`src/rtl/multi_cycle_ctrl.sv`:
```
// Control FSM for the multi-cycle MIPS core: sequences IF/ID/EX/MEM/WB and
// decodes every data-path select, strobe and ALU operation from state + IR.
module multi_cycle_ctrl #(
  parameter logic [4:0] RESET_STATE = 5'd0,
  parameter bit         EXC_ENABLE  = 1'b1
) (
  input  logic        clk,
  input  logic        reset,
  input  logic        MIO_ready,
  input  logic [31:0] Inst_in,
  input  logic        zero,
  input  logic        overflow,
  output logic        MemRead,
  output logic        MemWrite,
  output logic        CPU_MIO,
  output logic        IorD,
  output logic        IRWrite,
  output logic        RegWrite,
  output logic [1:0]  RegDst,
  output logic [1:0]  MemtoReg,
  output logic [1:0]  ALUSrcA,
  output logic [1:0]  ALUSrcB,
  output logic [2:0]  PCSource,
  output logic        PCWrite,
  output logic        PCWriteCond,
  output logic        Beq,
  output logic        Signext,
  output logic        data2Mem,
  output logic [3:0]  ALU_operation,
  output logic [4:0]  state_out
);

  localparam int unsigned SW = 5;
  localparam int unsigned AW = 4;
  localparam int unsigned OW = 6;

  localparam logic [SW-1:0] S_IF       = 5'd0;
  localparam logic [SW-1:0] S_ID       = 5'd1;
  localparam logic [SW-1:0] S_R_EX     = 5'd2;
  localparam logic [SW-1:0] S_R_WB     = 5'd3;
  localparam logic [SW-1:0] S_I_EX     = 5'd4;
  localparam logic [SW-1:0] S_I_WB     = 5'd5;
  localparam logic [SW-1:0] S_MEM_ADDR = 5'd6;
  localparam logic [SW-1:0] S_MEM_RD   = 5'd7;
  localparam logic [SW-1:0] S_LW_WB    = 5'd8;
  localparam logic [SW-1:0] S_MEM_WR   = 5'd9;
  localparam logic [SW-1:0] S_BRANCH   = 5'd10;
  localparam logic [SW-1:0] S_JUMP     = 5'd11;
  localparam logic [SW-1:0] S_JAL      = 5'd12;
  localparam logic [SW-1:0] S_JR       = 5'd13;
  localparam logic [SW-1:0] S_LUI      = 5'd14;
  localparam logic [SW-1:0] S_EXC      = 5'd15;
  localparam logic [SW-1:0] S_ILLEGAL  = EXC_ENABLE ? S_EXC : S_IF;

  localparam logic [AW-1:0] ALU_AND = 4'd0;
  localparam logic [AW-1:0] ALU_OR  = 4'd1;
  localparam logic [AW-1:0] ALU_ADD = 4'd2;
  localparam logic [AW-1:0] ALU_XOR = 4'd3;
  localparam logic [AW-1:0] ALU_NOR = 4'd4;
  localparam logic [AW-1:0] ALU_SRL = 4'd5;
  localparam logic [AW-1:0] ALU_SUB = 4'd6;
  localparam logic [AW-1:0] ALU_SLT = 4'd7;
  localparam logic [AW-1:0] ALU_SLL = 4'd8;

  localparam logic [OW-1:0] OP_RTYPE = 6'h00;
  localparam logic [OW-1:0] OP_J     = 6'h02;
  localparam logic [OW-1:0] OP_JAL   = 6'h03;
  localparam logic [OW-1:0] OP_BEQ   = 6'h04;
  localparam logic [OW-1:0] OP_BNE   = 6'h05;
  localparam logic [OW-1:0] OP_ADDI  = 6'h08;
  localparam logic [OW-1:0] OP_ADDIU = 6'h09;
  localparam logic [OW-1:0] OP_SLTI  = 6'h0A;
  localparam logic [OW-1:0] OP_ANDI  = 6'h0C;
  localparam logic [OW-1:0] OP_ORI   = 6'h0D;
  localparam logic [OW-1:0] OP_XORI  = 6'h0E;
  localparam logic [OW-1:0] OP_LUI   = 6'h0F;
  localparam logic [OW-1:0] OP_LW    = 6'h23;
  localparam logic [OW-1:0] OP_SW    = 6'h2B;

  localparam logic [OW-1:0] F_SLL  = 6'h00;
  localparam logic [OW-1:0] F_SRL  = 6'h02;
  localparam logic [OW-1:0] F_JR   = 6'h08;
  localparam logic [OW-1:0] F_ADD  = 6'h20;
  localparam logic [OW-1:0] F_ADDU = 6'h21;
  localparam logic [OW-1:0] F_SUB  = 6'h22;
  localparam logic [OW-1:0] F_SUBU = 6'h23;
  localparam logic [OW-1:0] F_AND  = 6'h24;
  localparam logic [OW-1:0] F_OR   = 6'h25;
  localparam logic [OW-1:0] F_XOR  = 6'h26;
  localparam logic [OW-1:0] F_NOR  = 6'h27;
  localparam logic [OW-1:0] F_SLT  = 6'h2A;

  logic [SW-1:0] r_state;
  logic [SW-1:0] w_next;
  logic [OW-1:0] w_op;
  logic [OW-1:0] w_funct;
  logic          w_r_legal;
  logic [AW-1:0] w_r_alu;
  logic          w_r_ovf_chk;
  logic [AW-1:0] w_i_alu;
  logic          w_i_sx;
  logic          w_unused;

  assign w_op        = Inst_in[31:26];
  assign w_funct     = Inst_in[5:0];
  assign w_r_ovf_chk = (w_funct == F_ADD) || (w_funct == F_SUB);
  // zero is consumed by the data path's branch gate; upper IR fields feed it directly
  assign w_unused    = ^{zero, Inst_in[25:6]};

  // R-type funct decode
  always_comb begin
    w_r_legal = 1'b1;
    w_r_alu   = ALU_ADD;
    case (w_funct)
      F_ADD, F_ADDU: w_r_alu = ALU_ADD;
      F_SUB, F_SUBU: w_r_alu = ALU_SUB;
      F_AND:         w_r_alu = ALU_AND;
      F_OR, F_JR:    w_r_alu = ALU_OR;
      F_XOR:         w_r_alu = ALU_XOR;
      F_NOR:         w_r_alu = ALU_NOR;
      F_SLT:         w_r_alu = ALU_SLT;
      F_SLL:         w_r_alu = ALU_SLL;
      F_SRL:         w_r_alu = ALU_SRL;
      default:       w_r_legal = 1'b0;
    endcase
  end

  // I-type ALU op and immediate extension
  always_comb begin
    w_i_alu = ALU_ADD;
    w_i_sx  = 1'b0;
    case (w_op)
      OP_ADDI, OP_ADDIU, OP_LW, OP_SW, OP_BEQ, OP_BNE: w_i_sx = 1'b1;
      OP_SLTI: begin
        w_i_alu = ALU_SLT;
        w_i_sx  = 1'b1;
      end
      OP_ANDI: w_i_alu = ALU_AND;
      OP_ORI:  w_i_alu = ALU_OR;
      OP_XORI: w_i_alu = ALU_XOR;
      default: w_i_alu = ALU_ADD;
    endcase
  end

  // State register
  always_ff @(posedge clk) begin
    if (reset) r_state <= RESET_STATE;
    else       r_state <= w_next;
  end

  // Next-state logic
  always_comb begin
    w_next = r_state;
    case (r_state)
      S_IF: if (MIO_ready) w_next = S_ID;
      S_ID: begin
        case (w_op)
          OP_RTYPE: begin
            if (!w_r_legal)            w_next = S_ILLEGAL;
            else if (w_funct == F_JR)  w_next = S_JR;
            else                       w_next = S_R_EX;
          end
          OP_ADDI, OP_ADDIU, OP_SLTI, OP_ANDI, OP_ORI, OP_XORI: w_next = S_I_EX;
          OP_LUI:         w_next = S_LUI;
          OP_LW, OP_SW:   w_next = S_MEM_ADDR;
          OP_BEQ, OP_BNE: w_next = S_BRANCH;
          OP_J:           w_next = S_JUMP;
          OP_JAL:         w_next = S_JAL;
          default:        w_next = S_ILLEGAL;
        endcase
      end
      S_R_EX:     w_next = (EXC_ENABLE && overflow && w_r_ovf_chk) ? S_EXC : S_R_WB;
      S_I_EX:     w_next = (EXC_ENABLE && overflow && (w_op == OP_ADDI)) ? S_EXC : S_I_WB;
      S_MEM_ADDR: w_next = (w_op == OP_SW) ? S_MEM_WR : S_MEM_RD;
      S_MEM_RD:   if (MIO_ready) w_next = S_LW_WB;
      S_MEM_WR:   if (MIO_ready) w_next = S_IF;
      default:    w_next = S_IF;
    endcase
  end

  // Output decode; everything held at 0 while reset is asserted
  always_comb begin
    MemRead       = 1'b0;
    MemWrite      = 1'b0;
    CPU_MIO       = 1'b0;
    IorD          = 1'b0;
    IRWrite       = 1'b0;
    RegWrite      = 1'b0;
    RegDst        = 2'b00;
    MemtoReg      = 2'b00;
    ALUSrcA       = 2'b00;
    ALUSrcB       = 2'b00;
    PCSource      = 3'b000;
    PCWrite       = 1'b0;
    PCWriteCond   = 1'b0;
    Beq           = 1'b0;
    Signext       = 1'b0;
    data2Mem      = 1'b0;
    ALU_operation = ALU_AND;
    state_out     = '0;
    if (!reset) begin
      state_out = r_state;
      case (r_state)
        S_IF: begin
          IorD          = 1'b1;
          MemRead       = 1'b1;
          IRWrite       = 1'b1;
          ALUSrcB       = 2'b01;
          ALU_operation = ALU_ADD;
          PCWrite       = 1'b1;
        end
        S_ID: begin
          ALUSrcB       = 2'b11;
          ALU_operation = ALU_ADD;
        end
        S_R_EX: begin
          ALUSrcA       = 2'b01;
          ALU_operation = w_r_alu;
        end
        S_R_WB: begin
          RegDst   = 2'b01;
          RegWrite = 1'b1;
        end
        S_I_EX: begin
          ALUSrcA       = 2'b01;
          ALUSrcB       = 2'b10;
          ALU_operation = w_i_alu;
          Signext       = w_i_sx;
        end
        S_I_WB: RegWrite = 1'b1;
        S_MEM_ADDR: begin
          ALUSrcA       = 2'b01;
          ALUSrcB       = 2'b10;
          ALU_operation = ALU_ADD;
          Signext       = 1'b1;
        end
        S_MEM_RD: MemRead = 1'b1;
        S_LW_WB: begin
          MemtoReg = 2'b01;
          RegWrite = 1'b1;
        end
        S_MEM_WR: MemWrite = 1'b1;
        S_BRANCH: begin
          ALUSrcA       = 2'b01;
          ALU_operation = ALU_SUB;
          PCWriteCond   = 1'b1;
          PCSource      = 3'b001;
          Signext       = 1'b1;
          Beq           = (w_op == OP_BEQ);
        end
        S_JUMP: begin
          PCWrite  = 1'b1;
          PCSource = 3'b010;
        end
        S_JAL: begin
          RegDst   = 2'b10;
          MemtoReg = 2'b11;
          RegWrite = 1'b1;
          PCWrite  = 1'b1;
          PCSource = 3'b010;
        end
        S_JR: begin
          ALUSrcA       = 2'b01;
          ALU_operation = ALU_OR;
          PCWrite       = 1'b1;
          PCSource      = 3'b011;
        end
        S_LUI: begin
          MemtoReg = 2'b10;
          RegWrite = 1'b1;
        end
        S_EXC: begin
          PCWrite  = 1'b1;
          PCSource = 3'b100;
        end
        default: state_out = r_state;
      endcase
      CPU_MIO = MemRead | MemWrite;
    end
  end

endmodule

```
`config.mk`:
```
export PLATFORM = sky130hd
export DESIGN_NAME = multi_cycle_ctrl
export DESIGN_NICKNAME = d
export VERILOG_FILES = /design/src/rtl/multi_cycle_ctrl.sv
export SDC_FILE = /design/constraint.sdc
export NUM_CORES = 1
export LEC_CHECK = 0
export ABC_AREA = 1
export CAP_MARGIN = 20
export CORE_MARGIN = 2
export CORE_UTILIZATION = 34
export DETAILED_ROUTE_END_ITERATION = 6
export GPL_TIMING_DRIVEN = 0
export PLACE_DENSITY = 0.75
export SYNTH_ARGS = -nofsm -noshare
export SYNTH_HDL_FRONTEND = slang
export SYNTH_SLANG_ARGS = --single-unit
```
`constraint.sdc`:
```
create_clock -name clk -period 1.4 [get_ports clk]
set_input_delay 0.14 -clock clk [delete_from_list [all_inputs] [get_ports clk]]
set_output_delay 0.14 -clock clk [all_outputs]
set_load 0.1 [all_outputs]
```
# Yosys cells after proc, flatten, opt, wreduce, memory -nomap -nowiden
# Cells that the tools add are included.
[totals] inputBits=37 output_inout_bits=31 ff_bits=5
[op_classes] n_eq_ne=42 n_mux=46 bitwise=1 n_reduce_logical=22
[op_table] operator="5-bit case mux with 7 select lines" count=2
[op_table] operator="6-bit == test (second input constant)" count=11
[op_table] operator="6-bit by 4-bit == test with 1-bit output (second input constant)" count=8
[op_table] operator="5-bit by 4-bit == test with 1-bit output (second input constant)" count=8
[op_table] operator="4-bit case mux with 8 select lines" count=1
[op_table] operator="4-bit 2-to-1 mux" count=6
[op_table] operator="3-bit case mux with 4 select lines" count=2
[op_table] operator="1-bit 2-to-1 mux" count=22
[op_table] operator="5-bit by 3-bit == test with 1-bit output (second input constant)" count=4
[op_table] operator="5-bit 2-to-1 mux" count=4
[op_table] operator="4-bit case mux with 5 select lines" count=1
[op_table] operator="6-bit by 2-bit == test with 1-bit output (second input constant)" count=3
[op_table] operator="2-bit OR reduction" count=8
[op_table] operator="5-bit OR reduction" count=3
[op_table] operator="6-bit by 3-bit == test with 1-bit output (second input constant)" count=2
[op_table] operator="6-bit logical NOT" count=2
[op_table] operator="2-bit case mux with 3 select lines" count=2
[op_table] operator="12-bit OR reduction" count=1
[op_table] operator="5-bit by 2-bit == test with 1-bit output (second input constant)" count=2
[op_table] operator="7-bit OR reduction" count=1
[op_table] operator="2-bit 2-to-1 mux" count=3
[op_table] operator="2-bit inequality test (second input constant)" count=3
[op_table] operator="6-bit OR reduction" count=1
[op_table] operator="5-bit by 1-bit == test with 1-bit output (second input constant)" count=1
[op_table] operator="other kinds (9)" count=10

# Depth between registers and ports, before layout
[logic_depth] depth_word=6 mapped_depth=14

# Worst setup path after synthesis
# OpenSTA, ideal clock, no wires.
[synth_path] path_kind="register -> output" startpoint="register r_state[3]" endpoint="output Beq" required_time_ns=1.260 n_path_buf=0 stages_incl_launch_ff=7 arrival_ns=3.714 slack_ns=-2.454 cell_sequence="dfxtp_1 > inv_1 > nor2_1 > inv_1 > nor2_1 > inv_1 > nor4_1"
[synth_between] elab_chain_len=3
[synth_lines] item="start, declared" line="93" rtl="logic [SW-1:0] r_state;"
[synth_lines] item="start signal, assigned" line="148" rtl="else r_state <= w_next;"
[synth_lines] item="5-bit by 4-bit == test with 1-bit output" line="203" rtl="case (r_state)"
[synth_lines] item="1-bit 2-to-1 mux" line="203"
[synth_lines] item="1-bit 2-to-1 mux" line="201" rtl="if (!reset) begin"
[synth_lines] item="end, declared" line="26" rtl="output logic Beq,"
# Every way passes these cells.

# Worst setup path after layout
[layout_path] startpoint="register r_state[2]" endpoint="output ALU_operation[0]"
[layout_between] elab_chain_len=4 elab_cells_between_ends=10 classes_between="eq/ne (6); mux (2); reduce/logical (2)"
[layout_lines] item="5-bit by 3-bit == test with 1-bit output, or another cell as far along" line="203"
[layout_lines] item="3-bit OR reduction (no line)"
[layout_lines] item="4-bit case mux with 5 select lines (*)" line="203"
[layout_lines] item="4-bit 2-to-1 mux (*)" line="201"
[layout_lines] item="end, declared" line="29" rtl="output logic [3:0] ALU_operation,"
# Mark *: on every way between the ends. The rest lies on a longest branch, timed or not.

==> impl_metrics.ini <==
[logic_synthesis]
synth_cell_types = 29
syn_area_per_cell_um2 = 4.99
syn_inst = 223
synth-seq-cells = 4
synthTopCellsByArea = nand2_1 21%, nor2_1 13%, inv_1 10%
yosys.area.top_type_share_pct = 20.9
synth-edff-count = 0
synth_warnings = 0
synthesis.area_um2 = 1110
ys.flop_type = dfxtp_1
ys_seq_area_share_pct = 7.20
synth_top_area_cell = nand2_1
async_flop_share_pct = 0

[critical_path]
crit_slowest_cell = dfxtp_4
rrSetupSlack_ns = -0.24
cp_max_fo = 5
start_kind = flop
path_depth = 6
max_stage_delay_ns = 0.37
cp-startpoint = r_state[2]$_SDFFE_PP0P_
reg2reg_to = r_state[0]$_SDFFE_PP0P_
crit_arrival_ns = 1.71
worst-setup-path-type = flop to primary output
endpoint = ALU_operation[0]
path_delay_family = simple AND/OR/NAND/NOR gates
rr_startpoint = r_state[2]$_SDFFE_PP0P_
worstPathRequired_ns = 1.26
path_buf_inv = 2
worst-r2r-cell-count = 11
end_kind = primary output
path_cells = nor2_4 -> nand2_1 -> inv_2 -> o21ai_1 -> a31oi_4 -> buf_12

[clocking]
cts_tree = done
cts-root-buf = clkbuf_4
cts-buffers-inserted = 3
clkTransAtPathRegs_ns = 0.04
hold_buffers = 0
cts.sinks = 4
clock_latency_ns = 0.26
cts_max_level = 1
cts_buffer_depth = 2

[placement]
dp_slack_ns = -1.57
dpl.hpwl_um = 2890
dp_cells = 311
dpl-instance-area_um2 = 1930
gp_congestion = 0.861
io_buffer_count = 42

[detailed_routing]
drt-vias-per-instance = 5.49
wl_met3_um = 437
met1Wirelength_um = 2080
avgRoutedWirePerCell_um = 16.2
wl_met2_um = 2750
dr.pass1.iters = 5
wl_um = 5530
final_antenna_net_count = 0
highest_layer = met4
vias = 1879
drt_iter0_markers = 149
drcViolationCount = 0

[pwr]
ir_drop_v = 0.00141
total_power_mw = 4.95
power_per_cell_area_nw_per_um2 = 1910
power.leakage_nw = 1.12

[floorplan]
die-area_um2 = 3740
initial_utilization_pct = 36.1
ioPinCount = 68
die_h_um = 61.2
core_um2 = 3080
row_count = 20
dieWidth_um = 61.2

[finish]
layout-drive-gt1-share_pct = 57.0
largest_register_ffs = 4
largest-register = r_state
nets = 336
stdcell_count = 342
antennaDiodeCount = 0
area_growth_pct = 133
final_area_um2 = 2590
top_regs = r_state: 4 flops

[global_routing]
globalRouteOverflowTotal = 0
grt_max_degree = 11
track_usage_pct = 26.4
grt_pass1_wl_um = 7580
grt_pass1_vias = 1640
antenna_found_initial = 0

[timing]
worst_slack_ns = -0.452
final_max_slew_viol_count = 0
finalSetupViolations = 27
min_period_ns = 1.85
tightestPinTransition_ns = 0.575
slew-limit-headroom_pct = 61.7
fin_crit_sh_pct = 132
finalClockSkew_ns = 0.00365
fmax_mhz = 540
totalNegativeSetupSlack_ns = -7.03
hold_violations = 0
rsz0062_at_grt = true

[status]
violations = negative setup slack
status = finished, violations left

[min_path]
min-delay-path-class = input pin to flop
hold_path.startpoint = reset

[job]
max_cap_viol_count = 0
## metrics by stage
step           util [%]  hold slack [ns]
2_1_floorplan         -            0.284
3_3_place_gp       62.7            0.608
3_5_place_dp       62.7            0.618
4_1_cts            79.2            0.354
5_1_grt            84.0            0.405
6_report           84.0            0.353
## worst register-to-register path: stages, from the launching register on
cell and delay [ns]:
dfxtp_4 0.39, inv_4 0.05, nor2_4 0.17, buf_6 0.14, inv_4 0.04, nor2_4 0.09
inv_2 0.07, buf_6 0.12, a31oi_4 0.22, nor3_2 0.08, nand2_1 0.11, nand2_1 0.05
## layer usage
layer  GRT usage, %  up-vias
li1               -      865
met3           2.31       27
met4           9.01        0
met1           34.6      856
met5              0        -
met2           45.3      131
## cells in the mapped netlist, drive strengths merged, types with 3 or more instances
master  number
nand2       65
nor2        50
inv         34
nand3       21
nor3         9
a21oi        8
buf          5
nand4        5
o21ai        5
a31oi        4
dfxtp        4
nor4         3
## what timing repair did
item | CTS | global route
setup buffers | 18 | 10
setup endpoints to repair | 32 | 30
gates resized for setup | 296 | 26
pin swaps | 25 | 16
## worst min path at each step
stage | to | slack [ns] | cells past startpoint
after floorplan | r_state[0]$_SDFFE_PP0P_ | 0.28 | 3
after global placement | r_state[0]$_SDFFE_PP0P_ | 0.61 | 4
after detailed placement | r_state[0]$_SDFFE_PP0P_ | 0.62 | 4
after CTS | r_state[0]$_SDFFE_PP0P_ | 0.35 | 4
after global routing | r_state[3]$_SDFFE_PP0P_ | 0.40 | 4
final | r_state[3]$_SDFFE_PP0P_ | 0.35 | 4
## cells by family after synthesis
family                 count (synthesis)  synth area share, %
AO/OA/AOI/OAI                         21                 12.7
other                                  1                0.337
buffers and inverters                 42                 15.6
flip-flops                             4                 7.20
AND/OR/NAND/NOR                      155                 64.1
## power by group
group          leakage (nW)  switching [mW]  internal, mW
logic                  1.07            2.86          1.58
clock network        0.0150          0.0673         0.108
registers            0.0356           0.136         0.191
total                  1.12            3.06          1.88
## layout make-up
type	count	area (µm²)
Inverter	35	169
Multi-Input combinational cell	179	1320
Timing Repair Buffer	69	857
Buffer	7	66.3
Clock buffer	4	26.3
Fill cell	178	492
Sequential cell	4	95.1
Tap cell	44	55.1
## cells in the final DEF, fill, tap and decap left out, types with 3 or more instances in the layout
cell           netlist  final
nand3_2              1      4
buf_4                4     27
nand3_1             20     16
nand4_1              5      5
dlygate4sd2_1        0      9
nand2_2              3     12
buf_6                0      6
buf_12               0     23
nor2_1              40     13
nor2_4               4     29
inv_1               30     13
clkbuf_4             0      5
dfxtp_4              0      4
conb_1               1      3
nor2_2               6      8
nand2_1             62     51
nor3_4               1      3
nor3_1               8      5
inv_2                4     10
a21oi_4              0      4
inv_4                0      7
a31oi_4              1      4
No activity file was read; power rests on OpenSTA's default activity.
